===== src/rtl/ex_mem_latch_if.sv =====
// EX -> MEM pipeline bus: ALU result/status and instruction control in,
// registered MEM-stage fields out.
interface ex_mem_latch_if #(
    parameter int unsigned DATA_W = 16,
    parameter int unsigned REG_W  = 3
);
    logic              ex_valid;
    logic [DATA_W-1:0] alu_out;
    logic              alu_ofl;
    logic              alu_z;
    logic              alu_cout;
    logic              alu_neg;
    logic [2:0]        ex_setop;
    logic              ex_ofl_chk;
    logic              ex_flag_we;
    logic              ex_wr_en;
    logic [REG_W-1:0]  ex_wr_reg;
    logic              ex_mem_rd;
    logic              ex_mem_wr;
    logic [DATA_W-1:0] ex_st_data;
    logic              stall;
    logic              flush;

    logic              mem_valid;
    logic [DATA_W-1:0] mem_result;
    logic              mem_wr_en;
    logic [REG_W-1:0]  mem_wr_reg;
    logic              mem_mem_rd;
    logic              mem_mem_wr;
    logic [DATA_W-1:0] mem_st_data;

    modport master (
        output ex_valid, alu_out, alu_ofl, alu_z, alu_cout, alu_neg,
               ex_setop, ex_ofl_chk, ex_flag_we, ex_wr_en, ex_wr_reg,
               ex_mem_rd, ex_mem_wr, ex_st_data, stall, flush,
        input  mem_valid, mem_result, mem_wr_en, mem_wr_reg,
               mem_mem_rd, mem_mem_wr, mem_st_data
    );

    modport slave (
        input  ex_valid, alu_out, alu_ofl, alu_z, alu_cout, alu_neg,
               ex_setop, ex_ofl_chk, ex_flag_we, ex_wr_en, ex_wr_reg,
               ex_mem_rd, ex_mem_wr, ex_st_data, stall, flush,
        output mem_valid, mem_result, mem_wr_en, mem_wr_reg,
               mem_mem_rd, mem_mem_wr, mem_st_data
    );
endinterface


===== src/rtl/ex_mem_latch.sv =====
// EX/MEM pipeline register: resolves set-condition ops from ALU status,
// holds the {V,C,N,Z} flag register and a sticky overflow trap with counter.
module ex_mem_latch #(
    parameter int unsigned DATA_W = 16,
    parameter int unsigned REG_W  = 3,
    parameter int unsigned CNT_W  = 8
) (
    input  logic             clk,
    input  logic             rst_n,
    ex_mem_latch_if.slave    bus,
    input  logic             exc_clr,
    output logic [3:0]       flags,
    output logic             ofl_exc,
    output logic [CNT_W-1:0] ofl_cnt
);
    localparam logic [2:0] SETOP_SEQ = 3'd1;
    localparam logic [2:0] SETOP_SLT = 3'd2;
    localparam logic [2:0] SETOP_SLE = 3'd3;
    localparam logic [2:0] SETOP_SCO = 3'd4;

    logic              acc_c;
    logic              ovf_c;
    logic              lt_c;
    logic [DATA_W-1:0] set_res_c;

    assign acc_c = bus.ex_valid & ~bus.stall & ~bus.flush;
    assign ovf_c = acc_c & bus.ex_ofl_chk & bus.alu_ofl;
    assign lt_c  = bus.alu_neg ^ bus.alu_ofl;

    // Set-condition ops assume the ALU computed A-B with signed status.
    always_comb begin
        set_res_c = bus.alu_out;
        case (bus.ex_setop)
            SETOP_SEQ: set_res_c = DATA_W'(bus.alu_z);
            SETOP_SLT: set_res_c = DATA_W'(lt_c);
            SETOP_SLE: set_res_c = DATA_W'(bus.alu_z | lt_c);
            SETOP_SCO: set_res_c = DATA_W'(bus.alu_cout);
            default:   set_res_c = bus.alu_out;
        endcase
    end

    // Pipeline fields: flush squashes enables only, stall holds everything.
    always_ff @(posedge clk or negedge rst_n) begin
        if (!rst_n) begin
            bus.mem_valid   <= 1'b0;
            bus.mem_result  <= '0;
            bus.mem_wr_en   <= 1'b0;
            bus.mem_wr_reg  <= '0;
            bus.mem_mem_rd  <= 1'b0;
            bus.mem_mem_wr  <= 1'b0;
            bus.mem_st_data <= '0;
        end else if (bus.flush) begin
            bus.mem_valid   <= 1'b0;
            bus.mem_wr_en   <= 1'b0;
            bus.mem_mem_rd  <= 1'b0;
            bus.mem_mem_wr  <= 1'b0;
        end else if (!bus.stall) begin
            bus.mem_valid   <= bus.ex_valid;
            bus.mem_result  <= set_res_c;
            bus.mem_wr_en   <= bus.ex_valid & bus.ex_wr_en & ~ovf_c;
            bus.mem_wr_reg  <= bus.ex_wr_reg;
            bus.mem_mem_rd  <= bus.ex_valid & bus.ex_mem_rd & ~ovf_c;
            bus.mem_mem_wr  <= bus.ex_valid & bus.ex_mem_wr & ~ovf_c;
            bus.mem_st_data <= bus.ex_st_data;
        end
    end

    always_ff @(posedge clk or negedge rst_n) begin
        if (!rst_n) begin
            flags <= 4'b0000;
        end else if (acc_c && bus.ex_flag_we) begin
            flags <= {bus.alu_ofl, bus.alu_cout, bus.alu_neg, bus.alu_z};
        end
    end

    // A same-cycle overflow beats exc_clr and restarts the count at one.
    always_ff @(posedge clk or negedge rst_n) begin
        if (!rst_n) begin
            ofl_exc <= 1'b0;
            ofl_cnt <= '0;
        end else if (ovf_c) begin
            ofl_exc <= 1'b1;
            if (exc_clr) begin
                ofl_cnt <= CNT_W'(1);
            end else if (ofl_cnt != {CNT_W{1'b1}}) begin
                ofl_cnt <= ofl_cnt + CNT_W'(1);
            end
        end else if (exc_clr) begin
            ofl_exc <= 1'b0;
            ofl_cnt <= '0;
        end
    end
endmodule


===== src/flat_wrapper.sv =====
// flat-port wrapper written by rule: the top's interface ports become plain ports
module ex_mem_latch_flat 
#(
    parameter int unsigned DATA_W = 16,
    parameter int unsigned REG_W  = 3,
    parameter int unsigned CNT_W  = 8
)
  (clk, rst_n, exc_clr, flags, ofl_exc, ofl_cnt, bus_ex_valid, bus_alu_out, bus_alu_ofl, bus_alu_z, bus_alu_cout, bus_alu_neg, bus_ex_setop, bus_ex_ofl_chk, bus_ex_flag_we, bus_ex_wr_en, bus_ex_wr_reg, bus_ex_mem_rd, bus_ex_mem_wr, bus_ex_st_data, bus_stall, bus_flush, bus_mem_valid, bus_mem_result, bus_mem_wr_en, bus_mem_wr_reg, bus_mem_mem_rd, bus_mem_mem_wr, bus_mem_st_data);
  ex_mem_latch_if #(.DATA_W(DATA_W), .REG_W(REG_W)) bus_i ();
  input  logic clk;
  input  logic rst_n;
  input  logic exc_clr;
  output logic [3:0] flags;
  output logic ofl_exc;
  output logic [CNT_W-1:0] ofl_cnt;
  input wire logic [$bits(bus_i.ex_valid)-1:0] bus_ex_valid;
  input wire logic [$bits(bus_i.alu_out)-1:0] bus_alu_out;
  input wire logic [$bits(bus_i.alu_ofl)-1:0] bus_alu_ofl;
  input wire logic [$bits(bus_i.alu_z)-1:0] bus_alu_z;
  input wire logic [$bits(bus_i.alu_cout)-1:0] bus_alu_cout;
  input wire logic [$bits(bus_i.alu_neg)-1:0] bus_alu_neg;
  input wire logic [$bits(bus_i.ex_setop)-1:0] bus_ex_setop;
  input wire logic [$bits(bus_i.ex_ofl_chk)-1:0] bus_ex_ofl_chk;
  input wire logic [$bits(bus_i.ex_flag_we)-1:0] bus_ex_flag_we;
  input wire logic [$bits(bus_i.ex_wr_en)-1:0] bus_ex_wr_en;
  input wire logic [$bits(bus_i.ex_wr_reg)-1:0] bus_ex_wr_reg;
  input wire logic [$bits(bus_i.ex_mem_rd)-1:0] bus_ex_mem_rd;
  input wire logic [$bits(bus_i.ex_mem_wr)-1:0] bus_ex_mem_wr;
  input wire logic [$bits(bus_i.ex_st_data)-1:0] bus_ex_st_data;
  input wire logic [$bits(bus_i.stall)-1:0] bus_stall;
  input wire logic [$bits(bus_i.flush)-1:0] bus_flush;
  output wire logic [$bits(bus_i.mem_valid)-1:0] bus_mem_valid;
  output wire logic [$bits(bus_i.mem_result)-1:0] bus_mem_result;
  output wire logic [$bits(bus_i.mem_wr_en)-1:0] bus_mem_wr_en;
  output wire logic [$bits(bus_i.mem_wr_reg)-1:0] bus_mem_wr_reg;
  output wire logic [$bits(bus_i.mem_mem_rd)-1:0] bus_mem_mem_rd;
  output wire logic [$bits(bus_i.mem_mem_wr)-1:0] bus_mem_mem_wr;
  output wire logic [$bits(bus_i.mem_st_data)-1:0] bus_mem_st_data;
  assign bus_i.ex_valid = bus_ex_valid;
  assign bus_i.alu_out = bus_alu_out;
  assign bus_i.alu_ofl = bus_alu_ofl;
  assign bus_i.alu_z = bus_alu_z;
  assign bus_i.alu_cout = bus_alu_cout;
  assign bus_i.alu_neg = bus_alu_neg;
  assign bus_i.ex_setop = bus_ex_setop;
  assign bus_i.ex_ofl_chk = bus_ex_ofl_chk;
  assign bus_i.ex_flag_we = bus_ex_flag_we;
  assign bus_i.ex_wr_en = bus_ex_wr_en;
  assign bus_i.ex_wr_reg = bus_ex_wr_reg;
  assign bus_i.ex_mem_rd = bus_ex_mem_rd;
  assign bus_i.ex_mem_wr = bus_ex_mem_wr;
  assign bus_i.ex_st_data = bus_ex_st_data;
  assign bus_i.stall = bus_stall;
  assign bus_i.flush = bus_flush;
  assign bus_mem_valid = bus_i.mem_valid;
  assign bus_mem_result = bus_i.mem_result;
  assign bus_mem_wr_en = bus_i.mem_wr_en;
  assign bus_mem_wr_reg = bus_i.mem_wr_reg;
  assign bus_mem_mem_rd = bus_i.mem_mem_rd;
  assign bus_mem_mem_wr = bus_i.mem_mem_wr;
  assign bus_mem_st_data = bus_i.mem_st_data;
  ex_mem_latch #(.DATA_W(DATA_W), .REG_W(REG_W), .CNT_W(CNT_W)) u_core (.clk(clk), .rst_n(rst_n), .bus(bus_i), .exc_clr(exc_clr), .flags(flags), .ofl_exc(ofl_exc), .ofl_cnt(ofl_cnt));
endmodule

===== config.mk =====
export PLATFORM = sky130hd
export DESIGN_NAME = ex_mem_latch_flat
export DESIGN_NICKNAME = d
export VERILOG_FILES = /design/src/rtl/ex_mem_latch_if.sv /design/src/rtl/ex_mem_latch.sv /design/src/flat_wrapper.sv
export SDC_FILE = /design/constraint.sdc
export NUM_CORES = 1
export LEC_CHECK = 0
export CAP_MARGIN = 40
export CORE_MARGIN = 1
export CORE_UTILIZATION = 40
export CTS_BUF_LIST = sky130_fd_sc_hd__clkbuf_4 sky130_fd_sc_hd__clkbuf_8 sky130_fd_sc_hd__clkbuf_16
export DETAILED_ROUTE_END_ITERATION = 12
export PLACE_DENSITY = 0.8
export SETUP_SLACK_MARGIN = 0.15
export SYNTH_ARGS = -nofsm -noshare
export SYNTH_HDL_FRONTEND = slang
export SYNTH_SLANG_ARGS = --single-unit

===== constraint.sdc =====
create_clock -name clk -period 1.7 [get_ports clk]
set_input_delay 0.255 -clock clk [delete_from_list [all_inputs] [get_ports clk]]
set_output_delay 0.255 -clock clk [all_outputs]
set_load 0.005 [all_outputs]

==> results.md <==
- Status: finished clean
- DR vias/cell: 5.10
- P per Cell Area: 804 nW/um^2
- Clock group share of total power: 0.293
- Vias in the first global route: 1920
- TritonCTS Buffers: 5
- Final Net Count: 385
- FP Rows: 26
- Clk slew on worst S/H paths: 0.10 ns
- Fillers: 397
- Tmin final: 1.63 ns
- Post-synth top area share: 0.607
- Drt drc: 0
- H-Tree Level Count: 2
- Max Slew Vio Count: 0
- First-iteration detailed-routing DRC count: 113
- Mapped cell area: 2140 sq um
- Internal power: 2260 uW
- Fmax: 615 MHz
- HP Class: in2async
- RSZ-0062 raised after global routing: true
- Logic pwr share: 0.220
- Max Buffers Root-to-Sink: 2
- Setup_tns: 0 ns
- Starting Density: 0.417
- R2R cell count: 6
- Maximum VDD drop: 0.457 mV
- Largest cells by area after synthesis: dfrtp_1 61%, nand2_1 11%, a22o_1 7.4%
- Overall global routing resource usage: 0.206
- Via count: 2050
- Sw frac: 0.235
- Die Span Y: 75.2 um
- Clock Latency Late Sink: 0.29 ns
- Max-cap violation count: 0
- Drt first pass iters: 4
- Total power: 2950 uW
- Final setup fails: 0
- First-pass GRT wire length: 8740 um
- Tcrit/Tclk final: 0.956
- Antenna violations before repair: 0
- CTS Sinks: 52
- Core area: 5140 sq um
- Post-synthesis net count: 252
- Regs by FF count: u_core.bus.mem_result (16), u_core.bus.mem_st_data (16), u_core.ofl_cnt (8)
- Setup Skew: 0.00207 ns
- Detailed Route WL: 6210 um
- Crit path arrival time: 1.37 ns
- Largest net degree at the start of global routing: 31
- Area grow syn2layout: 71.2%
- I/O Pins: 105
- Antenna violation net count after detailed routing: 0
- Slew HR: 0.712
- Port Buffer Count: 104
- Leakage power: 0.00171 uW
- Yosys top cell by area: dfrtp_1
- Layout cells sized above 1: 0.169
- CP Max Fanout: 3
- Hpwl dp: 4120 um
- Critical Path Start Type: flop
- Avg Synthesized Cell Area: 10.8 sq um
- ANT cells: 0
- Distinct cells, synth: 38
- Chip Width: 75.2 um
- Final hold slack: 0.395 ns
- Placed cell areas: 3400 sq um
- Cell count after synthesis: 198
- Final Cell Area: 3670 sq um
- CP required: 1.44 ns
- Register area share after synthesis: 0.607
- Final Hold Viols: 0
- Die Area: 5650 sq um
- CTS tree: built
- GRT overflow: 0
- GPL Wtd Cong: 0.861
- Reg power frac: 0.488
- Yosys warnings: 0
- Synthesis-stage register bit count: 52
- Placed insts: 383
- CTS Root Buffer Type: clkbuf_8
- Kind of critical path: reg2out
- Post-Layout Cell Count: 402
- Drt wl/cell: 15.4 um
- Least-Margin Pin Slew: 0.431 ns
- Worst Setup End Kind: primary output
- Switching power: 692 uW
## metrics by stage
step,utilization,worst slack [ns]
2_1_floorplan,-,0.159
6_report,0.713,0.0750
5_1_grt,0.713,0.00907
3_5_place_dp,0.662,-0.207
4_1_cts,0.694,0.123
3_3_place_gp,0.662,-0.138
## routing by layer
layer	GRT usage	vias up	part of all wire
met5	0	-	0
met4	0.0679	0	0.016
met3	0.0495	13	0.075
met2	0.358	96	0.51
met1	0.254	989	0.40
li1	-	952	-
## synth_stat cells
cell type	count
mux2_2	4
or2_2	2
nor3_1	2
nand4b_1	1
clkbuf_1	4
o211ai_1	2
o31ai_1	1
inv_1	2
nor2_2	1
nand2b_1	1
o2111ai_1	1
xor2_1	2
o2111a_1	1
nor2_1	5
nand4_1	1
buf_1	1
nand2_1	63
and2_0	1
mux2i_1	3
buf_2	2
xnor2_1	1
nor2b_1	2
and3_1	1
a22o_1	18
nor3b_4	1
a21oi_1	7
a22oi_1	1
and2_1	2
or3_1	2
or4_1	1
o21ai_0	3
a21o_1	1
dfrtp_1	52
o21ba_2	1
a221oi_1	1
nand3_1	2
o2111ai_2	1
ha_1	1
## power groups by stage
stage	Combinational, uW	Sequential [uW]	Clock (uW)
3_3_place_gp	633	1460	0
3_5_place_dp	651	1450	0
5_1_grt	703	1450	924
6_report	647	1440	863
4_1_cts	654	1440	884
2_1_floorplan	157	1470	0
## kinds of logic after synthesis
group                    Yosys count  share of synthesized area
multiplexers                       7                     0.0350
adder cells (fa/ha/maj)            1                    0.00584
AO/OA/AOI/OAI                     38                      0.140
AND/OR/NAND/NOR                   88                      0.183
flip-flops                        52                      0.607
buffers and inverters              9                     0.0169
XOR/XNOR                           3                     0.0123
## final cells by class
type                            count  area (sq um)  area share
Clock buffer                        6          76.3      0.0208
Sequential cell                    52          1300       0.355
Timing Repair Buffer              133          1300       0.355
Clock inverter                      2          38.8      0.0106
Inverter                            2          7.51     0.00205
Multi-Input combinational cell    137           853       0.233
Tap cell                           70          87.6      0.0239
## cell usage in the layout, fill, tap and decap left out, types with 3 or more instances in the layout
cell / Yosys / layout
clkdlybuf4s50_1: 0 / 98
nand2_1: 63 / 63
dfrtp_1: 52 / 51
buf_4: 0 / 23
a22o_1: 18 / 18
nor2_1: 5 / 5
a21oi_1: 7 / 5
clkbuf_8: 0 / 5
mux2_2: 4 / 4
dlymetal6s2s_1: 0 / 4
mux2i_1: 3 / 3
buf_6: 0 / 3
## what timing repair did
action,in CTS,in global routing
hold endpoints to repair,16,0
hold buffers,1,0
resized for setup,3,17
endpoints found under the setup margin,10,13
buffers inserted,4,6
pin swaps,2,2
## worst paths after layout
check | startpoint | end | slack (ns)
min in group clk | bus_flush | u_core.bus.mem_valid | 0.40
max reg2reg | u_core.ofl_cnt[4] | u_core.ofl_cnt[1] | 0.07
max | u_core.ofl_cnt[1] | ofl_cnt[1] | 0.07
max in group asynchronous | rst_n | u_core.ofl_cnt[2] | 0.64
min | rst_n | u_core.bus.mem_st_data[15] | 0.40
min reg2reg | u_core.bus.mem_wr_reg[0] | u_core.bus.mem_wr_reg[0] | 0.48
## critical path, cell delays in order, from the launching register on
cell and delay [ns]:
dfrtp_1 0.44, buf_4 0.15, clkdlybuf4s50_1 0.49
No activity file was read; power rests on OpenSTA's default activity.
